`src/rtl/voice_pkg.sv`:
```
// Shared sizing for the voice allocator and a helper to pull one voice's
// field out of the flattened per-voice output buses.
package voice_pkg;

    localparam int NUM_KEYS   = 10;
    localparam int NUM_VOICES = 4;
    localparam int KEY_W      = 4;
    localparam int PITCH_W    = 5;
    localparam int RANK_W     = $clog2(NUM_VOICES);

    // Field idx of width w from a flattened bus (fields packed LSB-first).
    function automatic logic [31:0] voice_field(input logic [31:0] flat,
                                                input int          idx,
                                                input int          w);
        logic [31:0] mask;
        mask = (32'd1 << w) - 32'd1;
        return (flat >> (idx * w)) & mask;
    endfunction

endpackage

```
`src/rtl/voice_lru.sv`:
```
// Age ranks for the voice bank: rank 0 is the most recently allocated voice,
// rank NUM_VOICES-1 is the one to evict when every voice is busy.
module voice_lru
    import voice_pkg::*;
#(
    parameter int NUM_VOICES = voice_pkg::NUM_VOICES,
    parameter int RANK_W     = $clog2(NUM_VOICES)
) (
    input  logic              clk,
    input  logic              rst_n,
    input  logic              alloc,
    input  logic [RANK_W-1:0] alloc_voice,
    output logic [RANK_W-1:0] oldest
);

    logic [RANK_W-1:0] rank [NUM_VOICES];
    logic [RANK_W-1:0] old_rank;

    always_comb begin
        old_rank = '0;
        oldest   = '0;
        for (int v = 0; v < NUM_VOICES; v++) begin
            if (RANK_W'(v) == alloc_voice)
                old_rank = rank[v];
            if (rank[v] == RANK_W'(NUM_VOICES - 1))
                oldest = RANK_W'(v);
        end
    end

    // Moving a voice to the front only ages the voices that were newer than it,
    // so the ranks stay a permutation.
    always_ff @(posedge clk or negedge rst_n) begin
        if (!rst_n) begin
            for (int v = 0; v < NUM_VOICES; v++)
                rank[v] <= RANK_W'(v);
        end else if (alloc) begin
            for (int v = 0; v < NUM_VOICES; v++) begin
                if (RANK_W'(v) == alloc_voice)
                    rank[v] <= '0;
                else if (rank[v] < old_rank)
                    rank[v] <= rank[v] + 1'b1;
            end
        end
    end

endmodule

```
`src/rtl/voice_allocator.sv`:
```
// Polyphonic voice allocator: scans one key per cycle, assigns presses to free
// voices (stealing the oldest when full) and frees voices on release.
module voice_allocator
    import voice_pkg::*;
#(
    parameter int NUM_KEYS   = voice_pkg::NUM_KEYS,
    parameter int NUM_VOICES = voice_pkg::NUM_VOICES,
    parameter int KEY_W      = voice_pkg::KEY_W,
    parameter int PITCH_W    = voice_pkg::PITCH_W
) (
    input  logic                          clk,
    input  logic                          rst_n,
    input  logic [NUM_KEYS-1:0]           note,
    input  logic [PITCH_W-1:0]            pitchshift,
    input  logic                          clr,
    output logic [NUM_VOICES-1:0]         voice_on,
    output logic [NUM_VOICES*KEY_W-1:0]   voice_key,
    output logic [NUM_VOICES*PITCH_W-1:0] voice_pitch,
    output logic [NUM_VOICES-1:0]         voice_start,
    output logic                          steal
);

    localparam int RANK_W = $clog2(NUM_VOICES);

    logic [KEY_W-1:0]    scan;
    logic [NUM_KEYS-1:0] prev;
    logic [KEY_W-1:0]    key_r   [NUM_VOICES];
    logic [PITCH_W-1:0]  pitch_r [NUM_VOICES];

    logic                  cur_note;
    logic                  prev_note;
    logic                  key_down;
    logic                  key_up;
    logic                  any_free;
    logic [RANK_W-1:0]     free_voice;
    logic [RANK_W-1:0]     oldest;
    logic [RANK_W-1:0]     target;
    logic [NUM_VOICES-1:0] match;
    logic                  alloc;

    always_comb begin
        cur_note  = 1'b0;
        prev_note = 1'b0;
        for (int k = 0; k < NUM_KEYS; k++) begin
            if (scan == KEY_W'(k)) begin
                cur_note  = note[k];
                prev_note = prev[k];
            end
        end
    end

    assign key_down = cur_note & ~prev_note;
    assign key_up   = ~cur_note & prev_note;

    // Descending walk so the lowest-index free voice is the one that sticks.
    always_comb begin
        any_free   = 1'b0;
        free_voice = '0;
        for (int v = NUM_VOICES - 1; v >= 0; v--) begin
            if (!voice_on[v]) begin
                any_free   = 1'b1;
                free_voice = RANK_W'(v);
            end
        end
    end

    always_comb begin
        match = '0;
        for (int v = 0; v < NUM_VOICES; v++)
            match[v] = voice_on[v] && (key_r[v] == scan);
    end

    assign target = any_free ? free_voice : oldest;
    assign alloc  = key_down & ~clr;

    voice_lru #(
        .NUM_VOICES (NUM_VOICES),
        .RANK_W     (RANK_W)
    ) u_lru (
        .clk         (clk),
        .rst_n       (rst_n),
        .alloc       (alloc),
        .alloc_voice (target),
        .oldest      (oldest)
    );

    // The scan keeps running through clr; clr only silences voices and
    // re-baselines prev so keys still held do not retrigger.
    always_ff @(posedge clk or negedge rst_n) begin
        if (!rst_n) begin
            scan        <= '0;
            prev        <= '0;
            voice_on    <= '0;
            voice_start <= '0;
            steal       <= 1'b0;
            for (int v = 0; v < NUM_VOICES; v++) begin
                key_r[v]   <= '0;
                pitch_r[v] <= '0;
            end
        end else begin
            scan        <= (scan == KEY_W'(NUM_KEYS - 1)) ? '0 : scan + 1'b1;
            voice_start <= '0;
            steal       <= 1'b0;
            if (clr) begin
                voice_on <= '0;
                prev     <= note;
            end else begin
                for (int k = 0; k < NUM_KEYS; k++) begin
                    if (scan == KEY_W'(k))
                        prev[k] <= note[k];
                end
                if (key_down) begin
                    for (int v = 0; v < NUM_VOICES; v++) begin
                        if (RANK_W'(v) == target) begin
                            voice_on[v]    <= 1'b1;
                            key_r[v]       <= scan;
                            pitch_r[v]     <= pitchshift;
                            voice_start[v] <= 1'b1;
                        end
                    end
                    steal <= ~any_free;
                end else if (key_up) begin
                    voice_on <= voice_on & ~match;
                end
            end
        end
    end

    for (genvar v = 0; v < NUM_VOICES; v++) begin : g_flat
        assign voice_key[v*KEY_W +: KEY_W]       = key_r[v];
        assign voice_pitch[v*PITCH_W +: PITCH_W] = pitch_r[v];
    end

endmodule

```
`config.mk`:
```
export PLATFORM = sky130hd
export DESIGN_NAME = voice_allocator
export DESIGN_NICKNAME = d
export VERILOG_FILES = /design/src/rtl/voice_pkg.sv /design/src/rtl/voice_lru.sv /design/src/rtl/voice_allocator.sv
export SDC_FILE = /design/constraint.sdc
export NUM_CORES = 1
export LEC_CHECK = 0
export CAP_MARGIN = 20
export CORE_MARGIN = 1.5
export CORE_UTILIZATION = 53
export DETAILED_ROUTE_END_ITERATION = 7
export PLACE_DENSITY = 0.87
export SETUP_SLACK_MARGIN = 0.1
export SLEW_MARGIN = 15
export SYNTH_ARGS = -nofsm -noshare
export SYNTH_HDL_FRONTEND = slang
export SYNTH_SLANG_ARGS = --single-unit
export TNS_END_PERCENT = 10
```
`constraint.sdc`:
```
create_clock -name clk -period 4.2 [get_ports clk]
set_clock_uncertainty 0.1 [all_clocks]
set_input_delay 0.63 -clock clk [delete_from_list [all_inputs] [get_ports clk]]
set_output_delay 0.63 -clock clk [all_outputs]
set_load 0.005 [all_outputs]
```
==> results.py <==
metrics = {
    "run_status": {
        "outcome": "completed",
    },
    "finish": {
        "synthToLayoutAreaGrowth_pct": 24.6,
        "postLayoutCoreUtil_pct": 68.8,
        "antenna_cells": 0,
        "drive_gt1_share_pct": 20.7,
        "num-nets-final": 396,
    },
    "setup_path": {
        "crit_type": "reg -> reg",
        "cp_common_cell": "nor2_1",
        "worst_ep_arrival_time_ns": 3.47,
        "worst-path-buf-inv": 0,
        "reg2reg_depth": 11,
        "crit_slowest_cell": "o21ai_0",
        "crit_chain": "ha_1, nor4bb_1, nor2_1, nor2_1, nor2_1, o21ai_0, ha_1, nor2_1, a31oi_1, and4b_1, a211o_1",
        "crit_fanout": 8,
        "cp.depth": 11,
        "end_kind": "register",
        "reg2reg_from": "u_lru.rank[2]$_DFFE_PN0P_",
        "cp_top_family": "simple AND/OR/NAND/NOR gates",
        "crit_path_start_kind": "register",
        "worstSetupEndpoint": "u_lru.rank[3]$_DFFE_PN1P_",
        "r2r_end": "u_lru.rank[3]$_DFFE_PN1P_",
        "critPathMaxStageDelay_ns": 0.46,
        "reg2reg_slack_ns": 0.89,
        "worstSetupStartpoint": "u_lru.rank[2]$_DFFE_PN0P_",
        "critPathRequiredTime_ns": 4.37,
    },
    "cts": {
        "hold_buffers": 0,
        "cts_setup_buffers": 0,
        "cts_tree": "done",
        "ctsResizeCount": 0,
        "path_clk_slew_ns": 0.07,
        "max-clock-path-buffers": 2,
        "cts_sinks": 67,
        "cts_max_level": 3,
        "cts_root_buf": "clkbuf_8",
        "cts_inserted_buffers": 9,
        "clock_latency_ns": 0.34,
    },
    "synthesis": {
        "synth_common_cells": "dfrtp_1 (63), mux2_2 (43), a21oi_1 (15), nor2_1 (15), xnor2_1 (15)",
        "synth_nets": 334,
        "synth-seq-cells": 67,
        "synth.cell_area_um2": 3540,
        "ys_seq_area_share_pct": 47.4,
        "yosys_warnings": 0,
        "async_flop_share_pct": 100,
        "synth_area_leader_cell": "dfrtp_1",
        "synthTopCellsByArea": "dfrtp_1 (44%), mux2_2 (14%), xnor2_1 (3.7%)",
        "yosysMostFrequentCell": "dfrtp_1",
        "yosysTopAreaCellShare_pct": 44.5,
        "netlist_instances": 309,
        "synth_edf_count": 0,
        "synth_top_flop_cell": "dfrtp_1",
        "netlist-cell-type-count": 58,
        "syn_area_per_cell_um2": 11.5,
    },
    "global_routing": {
        "grt_pass1_wl_um": 13700,
        "grt_use_total_pct": 24.6,
        "grt_pass1_vias": 2701,
        "grt_max_degree": 42,
        "antenna_found_initial": 0,
        "grt_overflow": 0,
    },
    "floorplan": {
        "fp.dieW_um": 84.8,
        "core-area_um2": 6420,
        "dieArea_um2": 7190,
        "initial_utilization_pct": 55.2,
        "pin_count": 63,
        "rows": 29,
        "die_h_um": 84.8,
    },
    "timing": {
        "max_freq_mhz": 302,
        "fin_crit_sh_pct": 78.8,
        "hold_violations": 0,
        "maxSlewViolCount": 0,
        "final.setup.tns_ns": 0,
        "worst_slew_pin_slew_ns": 0.917,
        "fin_crit_ns": 3.31,
        "relSlewSlack_pct": 38.8,
        "setup_viol": 0,
        "rsz0062_at_grt": "no",
    },
    "drt": {
        "dr.pass1.iters": 4,
        "routed_wl_um": 8270,
        "wire_per_inst_um": 18.3,
        "drt-initial-drc-count": 163,
        "drcViolationCount": 0,
        "vias": 2736,
        "ant_nets": 0,
        "via_per_inst": 6.04,
    },
    "power": {
        "leakage_nw": 1.94,
        "irDropWorstVdd_mv": 0.393,
        "cellPowerDensity_nw_per_um2": 414,
    },
    "worst_hold_path": {
        "hp-class": "in -> async",
    },
    "flow_run": {
        "cap_violations": 0,
    },
    "place": {
        "dp_hpwl_um": 5640,
        "gp_congestion": 0.896,
        "io_buffers": 62,
    },
}
==> metal layers <==
metal  vias to the layer above  part of all wire, %  global-route usage, %
li1                       1264                    -                      -
met1                      1382                   43                   33.1
met2                        76                   51                   40.3
met3                        14                  4.1                   3.83
met4                         0                  1.8                   9.24
met5                         -                    0                      0
==> cells by family (layout without fill, tap and decap cells) <==
logic type / Yosys count / after routing / share of synthesized area (%)
AOI/OAI and AO/OA: 58 / 58 / 12.4
muxes: 53 / 53 / 16.6
and+or+nand+nor: 80 / 80 / 13.1
adders and majority gates: 7 / 7 / 2.47
DFF: 67 / 67 / 47.4
buffers and inverters: 27 / 94 / 3.78
xor gates and xnor gates: 17 / 17 / 4.20
==> report_power, final <==
part	leakage (nW)	internal, W	switching (W)
combinational	0.982	0.000248	0.000166
clock	0.111	0.000335	0.000252
sequential	0.849	0.000743	0.0000817
==> cell usage in the layout (no fill, tap or decap), types with 7 or more instances in the layout <==
cell type,count
a21oi_1,15
clkbuf_8,9
clkdlybuf4s50_1,61
dfrtp_1,63
ha_1,7
inv_1,11
mux2_2,43
mux2i_1,7
nand2_1,14
nand3_1,10
nor2_1,15
o211ai_1,10
o21ai_0,8
xnor2_1,15
==> how the worst min path moves through the flow <==
stage / start / to / slack, ns / cells after the start
finish: rst_n / u_lru.rank[6]$_DFFE_PN0P_ / 0.32 / 1
detailed placement: prev[6]$_DFFE_PN0P_ / prev[6]$_DFFE_PN0P_ / 0.39 / 1
CTS: rst_n / voice_key[12]$_DFFE_PN0P_ / 0.35 / 1
floorplan: rst_n / prev[0]$_DFFE_PN0P_ / 0.23 / 0
global placement: voice_pitch[17]$_DFFE_PN0P_ / voice_pitch[17]$_DFFE_PN0P_ / 0.38 / 1
global route: rst_n / u_lru.rank[6]$_DFFE_PN0P_ / 0.39 / 1
==> stage by stage <==
| step | instance area [um2] | worst slack, ns | instances | hold slack [ns] | total power, W |
|---|---|---|---|---|---|
| floorplan | 3540 | 1.22 | 309 | 0.234 | 0.00103 |
| global placement | 4200 | 0.946 | 437 | 0.380 | 0.00123 |
| detailed placement | 4200 | 0.890 | 437 | 0.392 | 0.00124 |
| CTS | 4420 | 0.902 | 453 | 0.346 | 0.00184 |
| global route | 4420 | 0.555 | 453 | 0.393 | 0.00191 |
| finish | 4420 | 0.891 | 453 | 0.318 | 0.00183 |
==> flip-flops by register name, indices dropped and copies added, names as in the netlist <==
signal,count
voice_pitch,20
voice_key,16
prev,10
u_lru.rank,8
scan,4
voice_on,4
voice_start,4
steal,1
==> worst reg2reg max path, cell delays in order (launching register included) <==
cell	delay [ns]
dfrtp_1	0.44
ha_1	0.27
nor4bb_1	0.41
nor2_1	0.22
nor2_1	0.13
nor2_1	0.05
o21ai_0	0.46
ha_1	0.28
nor2_1	0.05
a31oi_1	0.32
and4b_1	0.25
a211o_1	0.27
==> layout make-up <==
cell class / count / area [um2]
sequential: 67 / 1680
inverter: 11 / 41.3
clock inverter: 6 / 87.6
multi-input combinational: 215 / 1730
tap: 77 / 96.3
fill: 480 / 2010
timing repair buffer: 67 / 653
clock buffer: 10 / 128
(Power assumes the default switching activity.)
